<file path="config.mk">
export PLATFORM = sky130hd
export DESIGN_NAME = lane_dispatcher
export DESIGN_NICKNAME = d
export VERILOG_FILES = /design/src/rtl/lane_dispatcher.sv
export SDC_FILE = /design/constraint.sdc
export NUM_CORES = 1
export LEC_CHECK = 0
export BUFFER_PORTS_ARGS = -buffer_cell sky130_fd_sc_hd__buf_2
export CAP_MARGIN = 20
export CORE_UTILIZATION = 60
export CTS_CLUSTER_SIZE = 8
export DETAILED_ROUTE_END_ITERATION = 10
export GPL_ROUTABILITY_DRIVEN = 0
export PLACE_DENSITY = 0.8
export SETUP_SLACK_MARGIN = 0.4
export SLEW_MARGIN = 30
export SYNTH_ARGS = -nofsm -noshare
export SYNTH_HDL_FRONTEND = slang
export SYNTH_SLANG_ARGS = --single-unit
</file>
<file path="constraint.sdc">
create_clock -name clk -period 4.1 [get_ports clk]
set_input_delay 0.41 -clock clk [delete_from_list [all_inputs] [get_ports clk]]
set_output_delay 0.41 -clock clk [all_outputs]
set_load 0.03 [all_outputs]
</file>
<file path="src/rtl/lane_dispatcher.sv">
// Round-robin block dispatcher: spreads one input stream over NUM_LANES
// buffered lanes and tags every accepted block with a wrapping sequence ID.
module lane_dispatcher #(
  parameter int unsigned BLOCK_WIDTH       = 32,
  parameter int unsigned NUM_LANES         = 4,
  parameter int unsigned SEQUENCE_ID_WIDTH = 8,
  parameter int unsigned LANE_FIFO_DEPTH   = 4
) (
  input  logic                                      clk,
  input  logic                                      rst_n,
  input  logic                                      mode,
  input  logic [BLOCK_WIDTH-1:0]                    data_in,
  input  logic                                      data_in_valid,
  output logic                                      data_in_ready,
  output logic [BLOCK_WIDTH-1:0]                    lane_data   [NUM_LANES],
  output logic [SEQUENCE_ID_WIDTH-1:0]              lane_seq_id [NUM_LANES],
  output logic                                      lane_valid  [NUM_LANES],
  input  logic                                      lane_ready  [NUM_LANES],
  output logic [$clog2(LANE_FIFO_DEPTH+1)-1:0]      lane_count  [NUM_LANES]
);

  localparam int unsigned LW = $clog2(NUM_LANES);
  localparam int unsigned AW = $clog2(LANE_FIFO_DEPTH);
  localparam int unsigned CW = $clog2(LANE_FIFO_DEPTH + 1);
  localparam logic [LW-1:0] LAST_LANE  = LW'(NUM_LANES - 1);
  localparam logic [CW-1:0] FULL_COUNT = CW'(LANE_FIFO_DEPTH);

  typedef struct packed {
    logic [BLOCK_WIDTH-1:0]       data;
    logic [SEQUENCE_ID_WIDTH-1:0] seq;
  } entry_t;

  logic [LW-1:0]                rr_ptr;
  logic [LW-1:0]                target;
  logic [SEQUENCE_ID_WIDTH-1:0] seq_counter;
  logic                         accept;
  logic [NUM_LANES-1:0]         lane_full;
  logic [NUM_LANES-1:0]         push;
  logic [NUM_LANES-1:0]         pop;

  entry_t        mem    [NUM_LANES][LANE_FIFO_DEPTH];
  logic [AW-1:0] wr_ptr [NUM_LANES];
  logic [AW-1:0] rd_ptr [NUM_LANES];
  logic [CW-1:0] count  [NUM_LANES];

  // Lane index k steps after base, wrapping at NUM_LANES (works for any lane count)
  function automatic logic [LW-1:0] lane_offset(input logic [LW-1:0] base, input int unsigned k);
    int unsigned sum;
    sum = 32'(base) + k;
    if (sum >= NUM_LANES) sum = sum - NUM_LANES;
    return LW'(sum);
  endfunction

  // Target lane and input ready from registered occupancy, rr_ptr and mode only
  always_comb begin
    target        = rr_ptr;
    data_in_ready = 1'b0;
    if (!mode) begin
      data_in_ready = !lane_full[rr_ptr];
    end else begin
      // Scan backwards so the last hit is the first free lane from rr_ptr
      for (int k = int'(NUM_LANES) - 1; k >= 0; k--) begin
        if (!lane_full[lane_offset(rr_ptr, 32'(k))]) begin
          target        = lane_offset(rr_ptr, 32'(k));
          data_in_ready = 1'b1;
        end
      end
    end
  end

  assign accept = data_in_valid && data_in_ready;

  // Round-robin pointer and sequence tag advance only on an accepted block
  always_ff @(posedge clk) begin
    if (!rst_n) begin
      rr_ptr      <= '0;
      seq_counter <= '0;
    end else if (accept) begin
      rr_ptr      <= (target == LAST_LANE) ? '0 : target + LW'(1);
      seq_counter <= seq_counter + SEQUENCE_ID_WIDTH'(1);
    end
  end

  // Lane storage is not reset; occupancy alone decides what is valid
  always_ff @(posedge clk) begin
    for (int i = 0; i < int'(NUM_LANES); i++) begin
      if (push[i]) mem[i][wr_ptr[i]] <= {data_in, seq_counter};
    end
  end

  for (genvar gi = 0; gi < int'(NUM_LANES); gi++) begin : g_lane
    entry_t head;

    // Per-lane full/push/pop decode
    always_comb begin
      lane_full[gi] = (count[gi] == FULL_COUNT);
      push[gi]      = accept && (target == LW'(gi));
      pop[gi]       = (count[gi] != '0) && lane_ready[gi];
    end

    // Circular buffer pointers and occupancy
    always_ff @(posedge clk) begin
      if (!rst_n) begin
        wr_ptr[gi] <= '0;
        rd_ptr[gi] <= '0;
        count[gi]  <= '0;
      end else begin
        if (push[gi]) wr_ptr[gi] <= wr_ptr[gi] + AW'(1);
        if (pop[gi])  rd_ptr[gi] <= rd_ptr[gi] + AW'(1);
        case ({push[gi], pop[gi]})
          2'b10:   count[gi] <= count[gi] + CW'(1);
          2'b01:   count[gi] <= count[gi] - CW'(1);
          default: count[gi] <= count[gi];
        endcase
      end
    end

    // Head presentation, zeroed while the lane is empty
    always_comb begin
      head            = mem[gi][rd_ptr[gi]];
      lane_valid[gi]  = (count[gi] != '0);
      lane_count[gi]  = count[gi];
      lane_data[gi]   = lane_valid[gi] ? head.data : '0;
      lane_seq_id[gi] = lane_valid[gi] ? head.seq  : '0;
    end
  end

endmodule
</file>
==> impl_metrics.toml <==
[sta]
setup_violations = 0
worst_slew_margin_rel_pct = 38.4
worst_case_setup_margin_in_the_final_layout_ps = 625
grt_setup_unrepaired = "no"
worst-slew-pin-transition_ps = 922
finalSetupTns_ps = 0
number_of_pins_exceeding_their_max_slew_limit_in_the_final_report = 0
max_freq_mhz = 288
timing.clock.skew_ps = 20.3
timing.final.crit_share_pct = 84.8
final-hold-violation-count = 0
finalWorstPathRequiredPeriod_ps = 3480

[global_routing]
globalRoute.totalOverflow = 0
first_global_vias = 14500
antenna_found_initial = 0
gr-usage-all-layers_pct = 30.8
wire_length_of_the_first_global_routing_pass_um = 98200
grt_start_max_net_pins = 43

[power]
pwr_density_cell_nw_per_um2 = 658
p_switching_uw = 6530
power_frac_clock_pct = 33.3
p_int_uw = 14100
power_frac_comb_pct = 25.2
vdd_ir_drop_max_mv = 0.393
power.sequential.fraction_pct = 41.4
p_leak_uw = 0.0108
p_sw_share_pct = 31.6

[synthesis]
syn-cell-area_um2 = 26800
ys_ff_latch = 678
syn-mean-instance-area_um2 = 20.5
yosys_warnings = 0
yosysSeqAreaShare_pct = 75.6
synth_enable_flop_cells = 668
ys_types = 45
ys_async_sr_fraction_pct = 0
ys.flop_type = "sky130_fd_sc_hd__edfxtp_1"
synthCells = 1309
mappedNetlistNets = 1388

[worst_setup_path]
timing.critical_path.from_type = "flip-flop"
critical_path_peak_fanout = 7
worstPathArrival_ps = 3830
crit_type = "reg -> reg"
endpoint_required_time_on_the_critical_path_ps = 4450
critical_path.endpoint_type = "flip-flop"

[detailed_routing]
ant_nets = 0
drcViolationCount = 0
route.detailed.vias_per_inst = 6.51
wl_per_cell_um = 31.0
drt-initial-drc-count = 1890
finalWirelength_um = 68400
routed-via-count = 14400
drt_pre_antenna_iters = 6

[floorplanning]
fp.dieArea_um2 = 45500
io_pins = 217
floorplan.initialDensity_pct = 60.7
die_x_um = 213
core_area_um2 = 44100
floorplan.rows = 77
die_h_um = 213

[clock_tree]
max-clock-path-buffers = 3
cts_htree_levels = 3
cts_hold_buffers = 0
clock_sinks = 678
tritoncts_clock_tree = "built"
clk_latency_ps = 620
clk_pin_slew_worst_paths_ps = 50
cts_root_buffer = "sky130_fd_sc_hd__clkbuf_16"
cts_inserted_buffers = 94

[final_layout]
finalNetCount = 1673
multi_input_area_um2 = 6240
post_route_cells_drive_above_1_share_pct = 34.1
area_growth_syn_to_layout_pct = 17.3
ff_latch_area_um2 = 20300
antenna_cells = 0
fillers = 2525

[place]
port_buffers = 216
hpwl_um = 38200
dp_worst_setup_slack_ps = 385

[run_status]
result_of_the_run = "finished clean"

[worst_hold_path]
hold_class = "in -> reg"

[job]
drv.max_cap_violation_count = 0
[registers in the layout, summed over array words and instances (netlist names)]
register and count:
mem 640, count 12, rd_ptr 8, seq_counter 8, wr_ptr 8, rr_ptr 2
[cell families (layout without fill, tap and decap cells)]
kind of cell | count (synthesis) | after routing | synth area share, %
xor gates and xnor gates | 7 | 7 | 0.229
adders and majority gates | 39 | 39 | 1.85
buffers and inverters | 96 | 405 | 1.48
and+or+nand+nor | 288 | 288 | 6.23
muxes | 168 | 168 | 13.8
AOI/OAI and AO/OA | 33 | 33 | 0.817
DFF | 678 | 678 | 75.6
[cells in the mapped netlist (5+ instances only)]
cell,instances,area (µm²)
sky130_fd_sc_hd__a21oi_1,9,45.0
sky130_fd_sc_hd__and2_1,161,1010
sky130_fd_sc_hd__and3_1,27,169
sky130_fd_sc_hd__buf_1,16,60.1
sky130_fd_sc_hd__buf_2,17,85.1
sky130_fd_sc_hd__clkbuf_1,29,109
sky130_fd_sc_hd__dfxtp_1,10,200
sky130_fd_sc_hd__edfxtp_1,668,20100
sky130_fd_sc_hd__ha_1,38,475
sky130_fd_sc_hd__inv_1,32,120
sky130_fd_sc_hd__mux2i_1,7,70.1
sky130_fd_sc_hd__mux4_2,160,3600
sky130_fd_sc_hd__nand2_1,37,139
sky130_fd_sc_hd__nand2b_1,8,50.1
sky130_fd_sc_hd__nand3_1,5,25.0
sky130_fd_sc_hd__nor2_1,26,97.6
sky130_fd_sc_hd__nor3_1,5,25.0
sky130_fd_sc_hd__o21ai_0,7,35.0
sky130_fd_sc_hd__xnor2_1,6,52.6
[per-layer routing]
layer | part of all wire (%) | track usage (%)
met1 | 37 | 43.4
met4 | 2.5 | 9.51
met2 | 50 | 49.5
met5 | 0 | 0
met3 | 11 | 6.07
[layout make-up]
type                            count  share of cell area [%]
Clock buffer                      116                    7.89
Clock inverter                      4                   0.135
Inverter                           32                   0.382
Multi-Input combinational cell    535                    19.9
Sequential cell                   678                    64.5
Tap cell                          592                    2.36
Timing Repair Buffer              253                    4.87
[power by group through the flow]
stage / registers, µW / clock network [µW] / logic (µW)
after floorplan: 8610 / 0 / 3350
after CTS: 8550 / 6930 / 5170
after global placement: 8600 / 0 / 5020
after detailed placement: 8650 / 0 / 5090
after global routing: 8590 / 7200 / 5470
final: 8560 / 6890 / 5220
[metrics by stage]
step / hold slack [ps] / cell area [µm²] / instances / total power [µW] / utilization, %
floorplan: 509 / 26800 / 1309 / 12000 / -
global placement: 597 / 28800 / 2088 / 13600 / 65.2
detailed placement: 628 / 28800 / 2089 / 13700 / 65.3
CTS: 183 / 31300 / 2209 / 20700 / 71.0
global route: 202 / 31400 / 2210 / 21300 / 71.2
finish: 215 / 31400 / 2210 / 20700 / 71.2
[layout by cell type, fill, tap and decap left out, types with 3 or more instances in the layout]
master                        n
sky130_fd_sc_hd__a211oi_1     4
sky130_fd_sc_hd__a21o_1       3
sky130_fd_sc_hd__a21oi_1      9
sky130_fd_sc_hd__and2_1     161
sky130_fd_sc_hd__and3_1      11
sky130_fd_sc_hd__and3_2      16
sky130_fd_sc_hd__buf_12      13
sky130_fd_sc_hd__buf_2      216
sky130_fd_sc_hd__buf_4       23
sky130_fd_sc_hd__clkbuf_1    20
sky130_fd_sc_hd__clkbuf_16   96
sky130_fd_sc_hd__dfxtp_1     10
sky130_fd_sc_hd__edfxtp_1   668
sky130_fd_sc_hd__ha_1        35
sky130_fd_sc_hd__inv_1       32
sky130_fd_sc_hd__inv_6        3
sky130_fd_sc_hd__mux2i_1      7
sky130_fd_sc_hd__mux4_2     160
sky130_fd_sc_hd__nand2_1     35
sky130_fd_sc_hd__nand2b_1     5
sky130_fd_sc_hd__nand2b_2     3
sky130_fd_sc_hd__nand3_1      5
sky130_fd_sc_hd__nor2_1      26
sky130_fd_sc_hd__nor2b_1      4
sky130_fd_sc_hd__nor3_1       5
sky130_fd_sc_hd__o21ai_0      7
sky130_fd_sc_hd__xnor2_1      6
[critical path: stages, from the launching register on]
cell,delay [ps]
sky130_fd_sc_hd__edfxtp_1,430
sky130_fd_sc_hd__inv_1,120
sky130_fd_sc_hd__ha_2,230
sky130_fd_sc_hd__nand2_1,130
sky130_fd_sc_hd__nor4b_4,170
sky130_fd_sc_hd__nor4_4,400
sky130_fd_sc_hd__a21o_1,190
sky130_fd_sc_hd__nand2_1,80
sky130_fd_sc_hd__ha_2,240
sky130_fd_sc_hd__nand2_1,160
sky130_fd_sc_hd__ha_4,180
sky130_fd_sc_hd__nand2_1,70
sky130_fd_sc_hd__fa_2,390
sky130_fd_sc_hd__xor2_2,160
sky130_fd_sc_hd__nor3_1,70
sky130_fd_sc_hd__a21oi_1,130
sky130_fd_sc_hd__nor2_1,60
[timing repair]
| action | in CTS | in global routing |
|---|---|---|
| pin swaps | 1 | 2 |
| setup buffers | 0 | 1 |
| hold endpoints to repair | 0 | 0 |
| resized for setup | 3 | 12 |
| setup endpoints to repair | 1 | 4 |
[path summary, 6_finish.rpt]
check	cells after the start	to	start	slack [ps]
worst max-delay path	16	count[2][2]	count[3][0]	620
worst min-delay path	1	mem[2][99]	data_in[11]	220
worst min register to register	1	count[0][0]	count[0][0]	640
worst max register to register	16	count[2][2]	count[3][0]	620
Note: power is estimated with default switching activity, not from simulation.
